File: src/rtl/rwc_multi_ctrl_if.sv
// Challenge, BRAM and response signals for the RWC PUF controller.
// slave = controller side, master = sequencer/BRAM/consumer side.
interface rwc_multi_ctrl_if #(
    parameter int DATA_W = 32,
    parameter int ADDR_W = 10
);
    logic              cha_valid;
    logic              cha_ready;
    logic [DATA_W-1:0] cha_data;
    logic [ADDR_W-1:0] cha_addr;
    logic              bram_wea;
    logic [ADDR_W-1:0] bram_addra;
    logic [DATA_W-1:0] bram_dina;
    logic [ADDR_W-1:0] bram_addrb;
    logic [DATA_W-1:0] bram_doutb;
    logic              rsp_valid;
    logic              rsp_ready;
    logic [DATA_W-1:0] rsp_data;
    logic [DATA_W-1:0] rsp_mask;

    modport slave (
        input  cha_valid, cha_data, cha_addr, bram_doutb, rsp_ready,
        output cha_ready, bram_wea, bram_addra, bram_dina, bram_addrb,
               rsp_valid, rsp_data, rsp_mask
    );

    modport master (
        output cha_valid, cha_data, cha_addr, bram_doutb, rsp_ready,
        input  cha_ready, bram_wea, bram_addra, bram_dina, bram_addrb,
               rsp_valid, rsp_data, rsp_mask
    );
endinterface

File: src/rtl/rwc_multi_ctrl.sv
// Read-write-collision PUF controller: REPEAT same-address write/read collisions
// per challenge, per-bit one-counting, majority response plus stability mask.
module rwc_multi_ctrl #(
    parameter int                DATA_W    = 32,
    parameter int                ADDR_W    = 10,
    parameter int                REPEAT    = 8,
    parameter logic [DATA_W-1:0] CLEAR_VAL = '0
) (
    input  logic                clk,
    input  logic                rst,
    rwc_multi_ctrl_if.slave     bus
);
    localparam int CNT_W = $clog2(REPEAT + 1);

    typedef enum logic [2:0] {IDLE, PRE, COL, CAP, FIN, OUT} state_t;

    state_t                        r_state, w_next;
    logic [ADDR_W-1:0]             r_addr;
    logic [DATA_W-1:0]             r_data;
    logic [DATA_W-1:0][CNT_W-1:0]  r_ones;
    logic [CNT_W-1:0]              r_rep;
    logic                          r_rsp_valid;
    logic [DATA_W-1:0]             r_rsp_data, r_rsp_mask;

    logic                          w_accept, w_rsp_fire, w_last;
    logic                          w_wea;
    logic [DATA_W-1:0]             w_dina, w_maj, w_stab;

    assign w_accept   = (r_state == IDLE) && bus.cha_valid;
    assign w_rsp_fire = r_rsp_valid && bus.rsp_ready;
    assign w_last     = (r_rep + CNT_W'(1)) == CNT_W'(REPEAT);

    // 2*ones > REPEAT evaluated one bit wider so the doubling cannot wrap
    always_comb begin
        w_maj  = '0;
        w_stab = '0;
        for (int i = 0; i < DATA_W; i++) begin
            w_maj[i]  = {r_ones[i], 1'b0} > (CNT_W + 1)'(REPEAT);
            w_stab[i] = (r_ones[i] == '0) || (r_ones[i] == CNT_W'(REPEAT));
        end
    end

    always_comb begin
        w_next = r_state;
        w_wea  = 1'b0;
        w_dina = CLEAR_VAL;
        case (r_state)
            IDLE: if (w_accept) w_next = PRE;
            PRE: begin
                w_wea  = 1'b1;
                w_next = COL;
            end
            COL: begin
                w_wea  = 1'b1;
                w_dina = r_data;
                w_next = CAP;
            end
            CAP:  w_next = w_last ? FIN : PRE;
            FIN: begin
                w_wea  = 1'b1;
                w_next = OUT;
            end
            OUT:  if (w_rsp_fire) w_next = IDLE;
            default: w_next = IDLE;
        endcase
    end

    always_ff @(posedge clk) begin
        if (rst) begin
            r_state     <= IDLE;
            r_addr      <= '0;
            r_data      <= '0;
            r_ones      <= '0;
            r_rep       <= '0;
            r_rsp_valid <= 1'b0;
            r_rsp_data  <= '0;
            r_rsp_mask  <= '0;
        end else begin
            r_state <= w_next;
            case (r_state)
                IDLE: if (w_accept) begin
                    r_addr <= bus.cha_addr;
                    r_data <= bus.cha_data;
                    r_ones <= '0;
                    r_rep  <= '0;
                end
                CAP: begin
                    for (int i = 0; i < DATA_W; i++)
                        r_ones[i] <= r_ones[i] + CNT_W'(bus.bram_doutb[i]);
                    r_rep <= r_rep + CNT_W'(1);
                end
                FIN: begin
                    r_rsp_data <= w_maj;
                    r_rsp_mask <= w_stab;
                end
                default: ;
            endcase
            // valid trails OUT entry by one cycle: accept-to-valid is 3*REPEAT+2
            r_rsp_valid <= (r_state == OUT) && !w_rsp_fire;
        end
    end

    assign bus.cha_ready  = (r_state == IDLE);
    assign bus.bram_wea   = w_wea;
    assign bus.bram_addra = r_addr;
    assign bus.bram_addrb = r_addr;
    assign bus.bram_dina  = w_dina;
    assign bus.rsp_valid  = r_rsp_valid;
    assign bus.rsp_data   = r_rsp_data;
    assign bus.rsp_mask   = r_rsp_mask;
endmodule

File: src/flat_wrapper.sv
// flat-port wrapper written by rule: the top's interface ports become plain ports
module rwc_multi_ctrl_flat 
#(
    parameter int                DATA_W    = 32,
    parameter int                ADDR_W    = 10,
    parameter int                REPEAT    = 8,
    parameter logic [DATA_W-1:0] CLEAR_VAL = '0
)
  (clk, rst, bus_cha_valid, bus_cha_data, bus_cha_addr, bus_bram_doutb, bus_rsp_ready, bus_cha_ready, bus_bram_wea, bus_bram_addra, bus_bram_dina, bus_bram_addrb, bus_rsp_valid, bus_rsp_data, bus_rsp_mask);
  rwc_multi_ctrl_if #(.DATA_W(DATA_W), .ADDR_W(ADDR_W)) bus_i ();
  input  logic clk;
  input  logic rst;
  input wire logic [$bits(bus_i.cha_valid)-1:0] bus_cha_valid;
  input wire logic [$bits(bus_i.cha_data)-1:0] bus_cha_data;
  input wire logic [$bits(bus_i.cha_addr)-1:0] bus_cha_addr;
  input wire logic [$bits(bus_i.bram_doutb)-1:0] bus_bram_doutb;
  input wire logic [$bits(bus_i.rsp_ready)-1:0] bus_rsp_ready;
  output wire logic [$bits(bus_i.cha_ready)-1:0] bus_cha_ready;
  output wire logic [$bits(bus_i.bram_wea)-1:0] bus_bram_wea;
  output wire logic [$bits(bus_i.bram_addra)-1:0] bus_bram_addra;
  output wire logic [$bits(bus_i.bram_dina)-1:0] bus_bram_dina;
  output wire logic [$bits(bus_i.bram_addrb)-1:0] bus_bram_addrb;
  output wire logic [$bits(bus_i.rsp_valid)-1:0] bus_rsp_valid;
  output wire logic [$bits(bus_i.rsp_data)-1:0] bus_rsp_data;
  output wire logic [$bits(bus_i.rsp_mask)-1:0] bus_rsp_mask;
  assign bus_i.cha_valid = bus_cha_valid;
  assign bus_i.cha_data = bus_cha_data;
  assign bus_i.cha_addr = bus_cha_addr;
  assign bus_i.bram_doutb = bus_bram_doutb;
  assign bus_i.rsp_ready = bus_rsp_ready;
  assign bus_cha_ready = bus_i.cha_ready;
  assign bus_bram_wea = bus_i.bram_wea;
  assign bus_bram_addra = bus_i.bram_addra;
  assign bus_bram_dina = bus_i.bram_dina;
  assign bus_bram_addrb = bus_i.bram_addrb;
  assign bus_rsp_valid = bus_i.rsp_valid;
  assign bus_rsp_data = bus_i.rsp_data;
  assign bus_rsp_mask = bus_i.rsp_mask;
  rwc_multi_ctrl #(.DATA_W(DATA_W), .ADDR_W(ADDR_W), .REPEAT(REPEAT), .CLEAR_VAL(CLEAR_VAL)) u_core (.clk(clk), .rst(rst), .bus(bus_i));
endmodule
File: config.mk
export PLATFORM = sky130hd
export DESIGN_NAME = rwc_multi_ctrl_flat
export DESIGN_NICKNAME = d
export VERILOG_FILES = /design/src/rtl/rwc_multi_ctrl_if.sv /design/src/rtl/rwc_multi_ctrl.sv /design/src/flat_wrapper.sv
export SDC_FILE = /design/constraint.sdc
export NUM_CORES = 1
export LEC_CHECK = 0
export ABC_AREA = 1
export CAP_MARGIN = 20
export CORE_ASPECT_RATIO = 1.25
export CORE_MARGIN = 2
export CORE_UTILIZATION = 49
export CTS_CLUSTER_SIZE = 16
export DETAILED_ROUTE_END_ITERATION = 10
export GPL_TIMING_DRIVEN = 1
export PLACE_DENSITY = 0.78
export SLEW_MARGIN = 30
export SYNTH_ARGS = -nofsm -noshare
export SYNTH_HDL_FRONTEND = slang
export SYNTH_SLANG_ARGS = --single-unit
File: constraint.sdc
create_clock -name clk -period 4.07 [get_ports clk]
set_input_delay 1.0175 -clock clk [delete_from_list [all_inputs] [get_ports clk]]
set_output_delay 1.0175 -clock clk [all_outputs]
set_load 0.005 [all_outputs]
==> impl_metrics.ini, run 1 <==
[synth]
synth-seq-cells = 242
synth.area.top_cells = dfxtp_1, a21oi_1, nand2_1
synth_commonest_cells = dfxtp_1, nand2_1, nor2_1
synth_flop_cell = dfxtp_1
ys_warn_count = 0
yosysTopAreaCell = dfxtp_1
syn_nets = 1466
avgSynthCellArea_um2 = 7.802
synth-edff-count = 0
synthDominantCellAreaShare = 0.4697
synthMostInstantiatedCell = dfxtp_1
synth-seq-area-share = 0.4697
syn_area_mm2 = 0.01031
yosysUniqueCellTypes = 23
syn_inst = 1322
synthArstFlopShare = 0

[routing]
dr.first_iter.drc_count = 534
drc_errors = 0
wirelength_um = 24490
antenna_left = 0
wl_per_cell_um = 13.92
via_count = 9115
via_per_inst = 5.182
drtPass1Iterations = 5

[clocking]
cts_setup_buffers = 0
cts_resized = 0
numCtsBuffers = 24
root_buffer = clkbuf_16
cts.clk_slew.worst_paths_ns = 0.06
clock_sinks = 242
htreeDepth = 1
cts_tree = yes
hold_buffers = 0
clk_latency_ns = 0.51
cts_buffer_depth = 3

[global_route]
grt_overflow_total = 0
antenna_found_initial = 0
grt_max_degree = 82
grt_pass1_vias = 8762
grt_pass1_wl_um = 40600
grt_usage = 0.2158

[worst_setup_path]
timing_worst_setup_path_type = flip-flop to output pin
crit_path_end_kind = output pin
worstPathArrival_ns = 2.10
crit_end = bus_cha_ready
crit_start = u_core.r_state[1]$_SDFFE_PP0P_
worstPathCellList = inv_2 > nand2_2 > nor2_2 > clkdlybuf4s50_1
cp_max_fo = 13
r2r_slack_ns = 1.79
r2r_end = u_core.r_ones[41]$_SDFFE_PP0P_
start_kind = flip-flop
cpPeakStageDelay_ns = 0.61
slowest_stage = clkdlybuf4s50_1
worstPathRequired_ns = 3.05
ff2ff_path_depth = 9
reg2reg_from = u_core.r_state[1]$_SDFFE_PP0P_

[min_path]
hold_path_class = flip-flop to flip-flop

[sta]
slew_headroom = 0.4219
finalHoldViolCount = 0
max_slew.worst_pin.slew_ns = 0.8672
rsz0062_at_grt = no
fin_ws_ns = 0.9523
post-route-period-util = 0.7660
skew_ns = 0.008545
report.final.slew_viol_count = 0
fin_tns_setup_ns = 0
max_freq_mhz = 320.8
setup_viol = 0
period_needed_ns = 3.118

[final_layout]
drive_gt1_frac = 0.04040
final_nets = 1614
nFillCells = 1792
fin_util = 0.6301
diodes = 0
area_growth_pct = 26.74

[placed_design]
io_buffers = 196
dp_hpwl_um = 15140
pre_cts_ws_ns = 1.148
gp_congestion = 0.7515

[die]
ios = 197
rows = 59
dieArea_mm2 = 0.02223
core-area_mm2 = 0.02074
dieWidth_um = 133.8
die_h_um = 166.2
start_util = 0.4972

[run]
drv_cap = 0

[power]
irDropWorstVdd_v = 0.0003066
p_leak_nw = 4.762
p_per_area_mw_per_mm2 = 387.7

[run_status]
outcome = completed
[cell families (layout without fill, tap and decap cells)]
logic type / after synthesis / after routing / synth area share
simple gates: 545 / 545 / 0.2148
compound gates: 280 / 280 / 0.1438
flops: 242 / 242 / 0.4697
buf+inv: 164 / 327 / 0.07036
fa+ha+maj: 66 / 66 / 0.08007
xor+xnor: 25 / 25 / 0.02123
[final cells by class]
class	instances	area, µm²	area share
flip-flops and latches	242	4845	0.3706
multi-input cells	916	4753	0.3636
repair buffers	209	2082	0.1593
clock buffers	37	710.7	0.05437
well taps	274	342.8	0.02623
inverters	77	290.3	0.02221
clock inverters	4	47.55	0.003637
[worst max-delay path, delay by kind of cell, from the launching register on]
| kind | cells | cell delay [ns] |
|---|---|---|
| buffers and inverters | 2 | 0.70 |
| and+or+nand+nor | 2 | 0.52 |
| DFF | 1 | 0.37 |
[metal layers]
metal  part of all wire  track usage  vias to the layer above
met3              0.055      0.02991                       49
li1                   -            -                     4647
met5                  0            0                        -
met2               0.49       0.3909                      221
met4              0.025      0.07123                        0
met1               0.43       0.2607                     4198
[registers in the layout (all words and copies together) (netlist names)]
| register | count |
|---|---|
| u_core.r_data | 32 |
| u_core.bus.rsp_data | 32 |
| u_core.bus.rsp_valid | 1 |
| u_core.r_state | 3 |
| u_core.r_ones | 128 |
| u_core.bus.bram_addra | 10 |
| u_core.bus.rsp_mask | 32 |
| u_core.r_rep | 4 |
[where the power goes]
part,internal [mW],switching [mW],total (mW),leakage (nW)
Combinational,0.194,0.270,0.464,2.44
Sequential,2.43,0.0285,2.46,1.96
Clock,1.26,0.892,2.15,0.368
Total,3.88,1.19,5.07,4.76
[how the worst min path moves through the flow]
| stage | depth (start not counted) | slack [ns] | startpoint | endpoint |
|---|---|---|---|---|
| final | 2 | 0.45 | u_core.r_data[0]$_SDFFE_PP0P_ | u_core.r_data[0]$_SDFFE_PP0P_ |
| after global routing | 2 | 0.48 | u_core.r_data[12]$_SDFFE_PP0P_ | u_core.r_data[12]$_SDFFE_PP0P_ |
| after CTS | 2 | 0.45 | u_core.r_data[0]$_SDFFE_PP0P_ | u_core.r_data[0]$_SDFFE_PP0P_ |
| after detailed placement | 2 | 0.45 | u_core.r_data[0]$_SDFFE_PP0P_ | u_core.r_data[0]$_SDFFE_PP0P_ |
| after global placement | 2 | 0.44 | u_core.r_data[24]$_SDFFE_PP0P_ | u_core.r_data[24]$_SDFFE_PP0P_ |
| after floorplan | 2 | 0.43 | u_core.r_data[0]$_SDFFE_PP0P_ | u_core.r_data[0]$_SDFFE_PP0P_ |
[metrics by stage]
step	hold WS, ns	cells	power (mW)	cell area [µm²]
after floorplan	0.4295	1322	2.775	10310
after CTS	0.4543	1759	5.122	13070
after global routing	0.4787	1759	5.275	13070
after detailed placement	0.4451	1718	2.972	12310
final	0.4528	1759	5.068	13070
after global placement	0.4391	1718	2.961	12310
[cells in the final DEF (no fill, tap or decap), types with 8 or more instances in the layout]
cell / n
xor2_1: 25
clkbuf_16: 25
nand3_1: 85
clkbuf_1: 8
a21oi_1: 182
nand2_1: 232
nor2_1: 188
o21ai_0: 65
buf_4: 12
ha_1: 66
clkdlybuf4s50_1: 195
dfxtp_1: 242
a211oi_1: 32
inv_1: 70
nor3_1: 32
(Power assumes the default switching activity.)
==> inputs of run 2 (changes only) <==
clock period = 3.05 ns   (was 4.07 ns; I/O delays follow)
==> impl_metrics.ini, run 2 (synthesis gave the netlist of run 1 again) <==
[run_status]
outcome = completed

[final_layout]
stdcell_count = 1763
final_common_cell = dfxtp_1
drive_gt1_frac = 0.04634
final_nets = 1616
area_growth_pct = 28.23
final_cell_mix = dfxtp_1, nand2_1, clkdlybuf4s50_1
nFillCells = 1776
diodes = 0
top_register = u_core.r_ones
largest_reg_flops = 128

[sta]
period_needed_ns = 2.879
max_freq_mhz = 347.4
post-route-period-util = 0.9439
fin_tns_setup_ns = 0
report.final.slew_viol_count = 0
skew_ns = 0.01386
setup_viol = 0
slew_headroom = 0.4685
finalHoldViolCount = 0
max_slew.worst_pin.slew_ns = 0.7972
rsz0062_at_grt = no

[die]
die_h_um = 166.2
ios = 197
dieArea_mm2 = 0.02223
rows = 59
dieWidth_um = 133.8
start_util = 0.4972
core-area_mm2 = 0.02074

[global_route]
grt_usage = 0.2124
grt_pass1_wl_um = 40070
grt_pass1_vias = 8397
antenna_found_initial = 0
grt_overflow_total = 0
grt_max_degree = 145

[clocking]
numCtsBuffers = 25
cts_resized = 0
root_buffer = clkbuf_16
cts_setup_buffers = 0
htreeDepth = 1
cts.clk_slew.worst_paths_ns = 0.06
clk_latency_ns = 0.52
cts_tree = yes
cts_buffer_depth = 3
hold_buffers = 0
clock_sinks = 242

[routing]
drtPass1Iterations = 4
drc_errors = 0
wirelength_um = 24310
dr.first_iter.drc_count = 519
via_count = 9091
via_per_inst = 5.157
wl_per_cell_um = 13.79
antenna_left = 0

[worst_setup_path]
cp_max_fo = 13
timing_worst_setup_path_type = flip-flop to output pin
reg2reg_from = u_core.r_state[1]$_SDFFE_PP0P_
worstPathRequired_ns = 2.29
start_kind = flip-flop
worstPathArrival_ns = 2.12
ff2ff_path_depth = 9
r2r_end = u_core.r_ones[37]$_SDFFE_PP0P_
crit_path_end_kind = output pin
r2r_slack_ns = 0.88

[power]
irDropWorstVdd_v = 0.0004514
p_leak_nw = 4.839
p_per_area_mw_per_mm2 = 536.9

[placed_design]
io_buffers = 196
dp_hpwl_um = 14850
gp_congestion = 0.7757
placed_cells = 1719

[min_path]
min-delay-start = u_core.r_data[25]$_SDFFE_PP0P_
hold_path_class = flip-flop to flip-flop
holdPathStages = 2
min_to = u_core.r_data[25]$_SDFFE_PP0P_

[run]
drv_cap = 0
==> run 2: cell count changes in the layout (fill, tap and decap cells not counted) <==
cell,previous run,this run
clkinv_4,0,1
buf_4,12,10
bufinv_16,1,4
buf_12,2,5
clkbuf_1,8,3
clkinv_2,3,6
clkbuf_8,4,5
==> run 2: routing by layer <==
metal	global-route usage	share of wire	vias to the layer above
met5	0	0	-
met4	0.06938	0.026	0
met3	0.03083	0.057	50
met1	0.2660	0.43	4173
li1	-	-	4645
met2	0.3732	0.48	223
==> run 2: metrics by stage <==
step / utilization / area (µm²) / setup slack (ns) / power [mW] / hold slack [ns]
floorplan: - / 10310 / 1.217 / 3.703 / 0.4295
global placement: 0.5958 / 12360 / 0.6685 / 3.969 / 0.4370
detailed placement: 0.5958 / 12360 / 0.5992 / 3.982 / 0.4440
CTS: 0.6376 / 13230 / 0.1665 / 7.166 / 0.4524
global route: 0.6376 / 13230 / 0.01591 / 7.364 / 0.4748
finish: 0.6376 / 13230 / 0.1711 / 7.101 / 0.4499
==> run 2: where the power goes <==
group          total (mW)  leakage (nW)  switching, mW  internal, mW
Sequential           3.28          1.96         0.0388          3.24
Combinational       0.631          2.45          0.363         0.268
Clock                3.19         0.428           1.23          1.96
Total                7.10          4.84           1.64          5.46
==> run 2: layout make-up <==
class | count | area, µm² | share of cell area
flip-flops and latches | 242 | 4845 | 0.3663
multi-input cells | 916 | 4753 | 0.3594
repair buffers | 210 | 2127 | 0.1608
clock buffers | 33 | 705.7 | 0.05336
well taps | 274 | 342.8 | 0.02592
inverters | 77 | 290.3 | 0.02195
clock inverters | 11 | 161.4 | 0.01220
==> run 2: worst max-delay path, cell delays in order, from the launching register on <==
cell and delay (ns):
dfxtp_1 0.37, inv_2 0.08, nand2_2 0.08, nor2_2 0.45, clkdlybuf4s50_1 0.61
==> run 2: worst max path at each step <==
| stage | endpoint | slack, ns | startpoint | cells past startpoint |
|---|---|---|---|---|
| 4_1_cts | bus_cha_ready | 0.17 | u_core.r_state[1]$_SDFFE_PP0P_ | 4 |
| 3_3_place_gp | u_core.r_ones[20]$_SDFFE_PP0P_ | 0.67 | bus_cha_valid | 7 |
| 2_1_floorplan | bus_bram_wea | 1.22 | u_core.r_state[1]$_SDFFE_PP0P_ | 7 |
| 6_report | bus_cha_ready | 0.17 | u_core.r_state[1]$_SDFFE_PP0P_ | 4 |
| 5_1_grt | bus_cha_ready | 0.02 | u_core.r_state[1]$_SDFFE_PP0P_ | 4 |
| 3_5_place_dp | u_core.r_ones[29]$_SDFFE_PP0P_ | 0.60 | bus_cha_valid | 7 |
==> inputs of run 3 (changes only) <==
CAP_MARGIN = not set   (was 20)
==> results of run 3 <==
No change in the layout: final DEF, timing and power equal those of run 2.
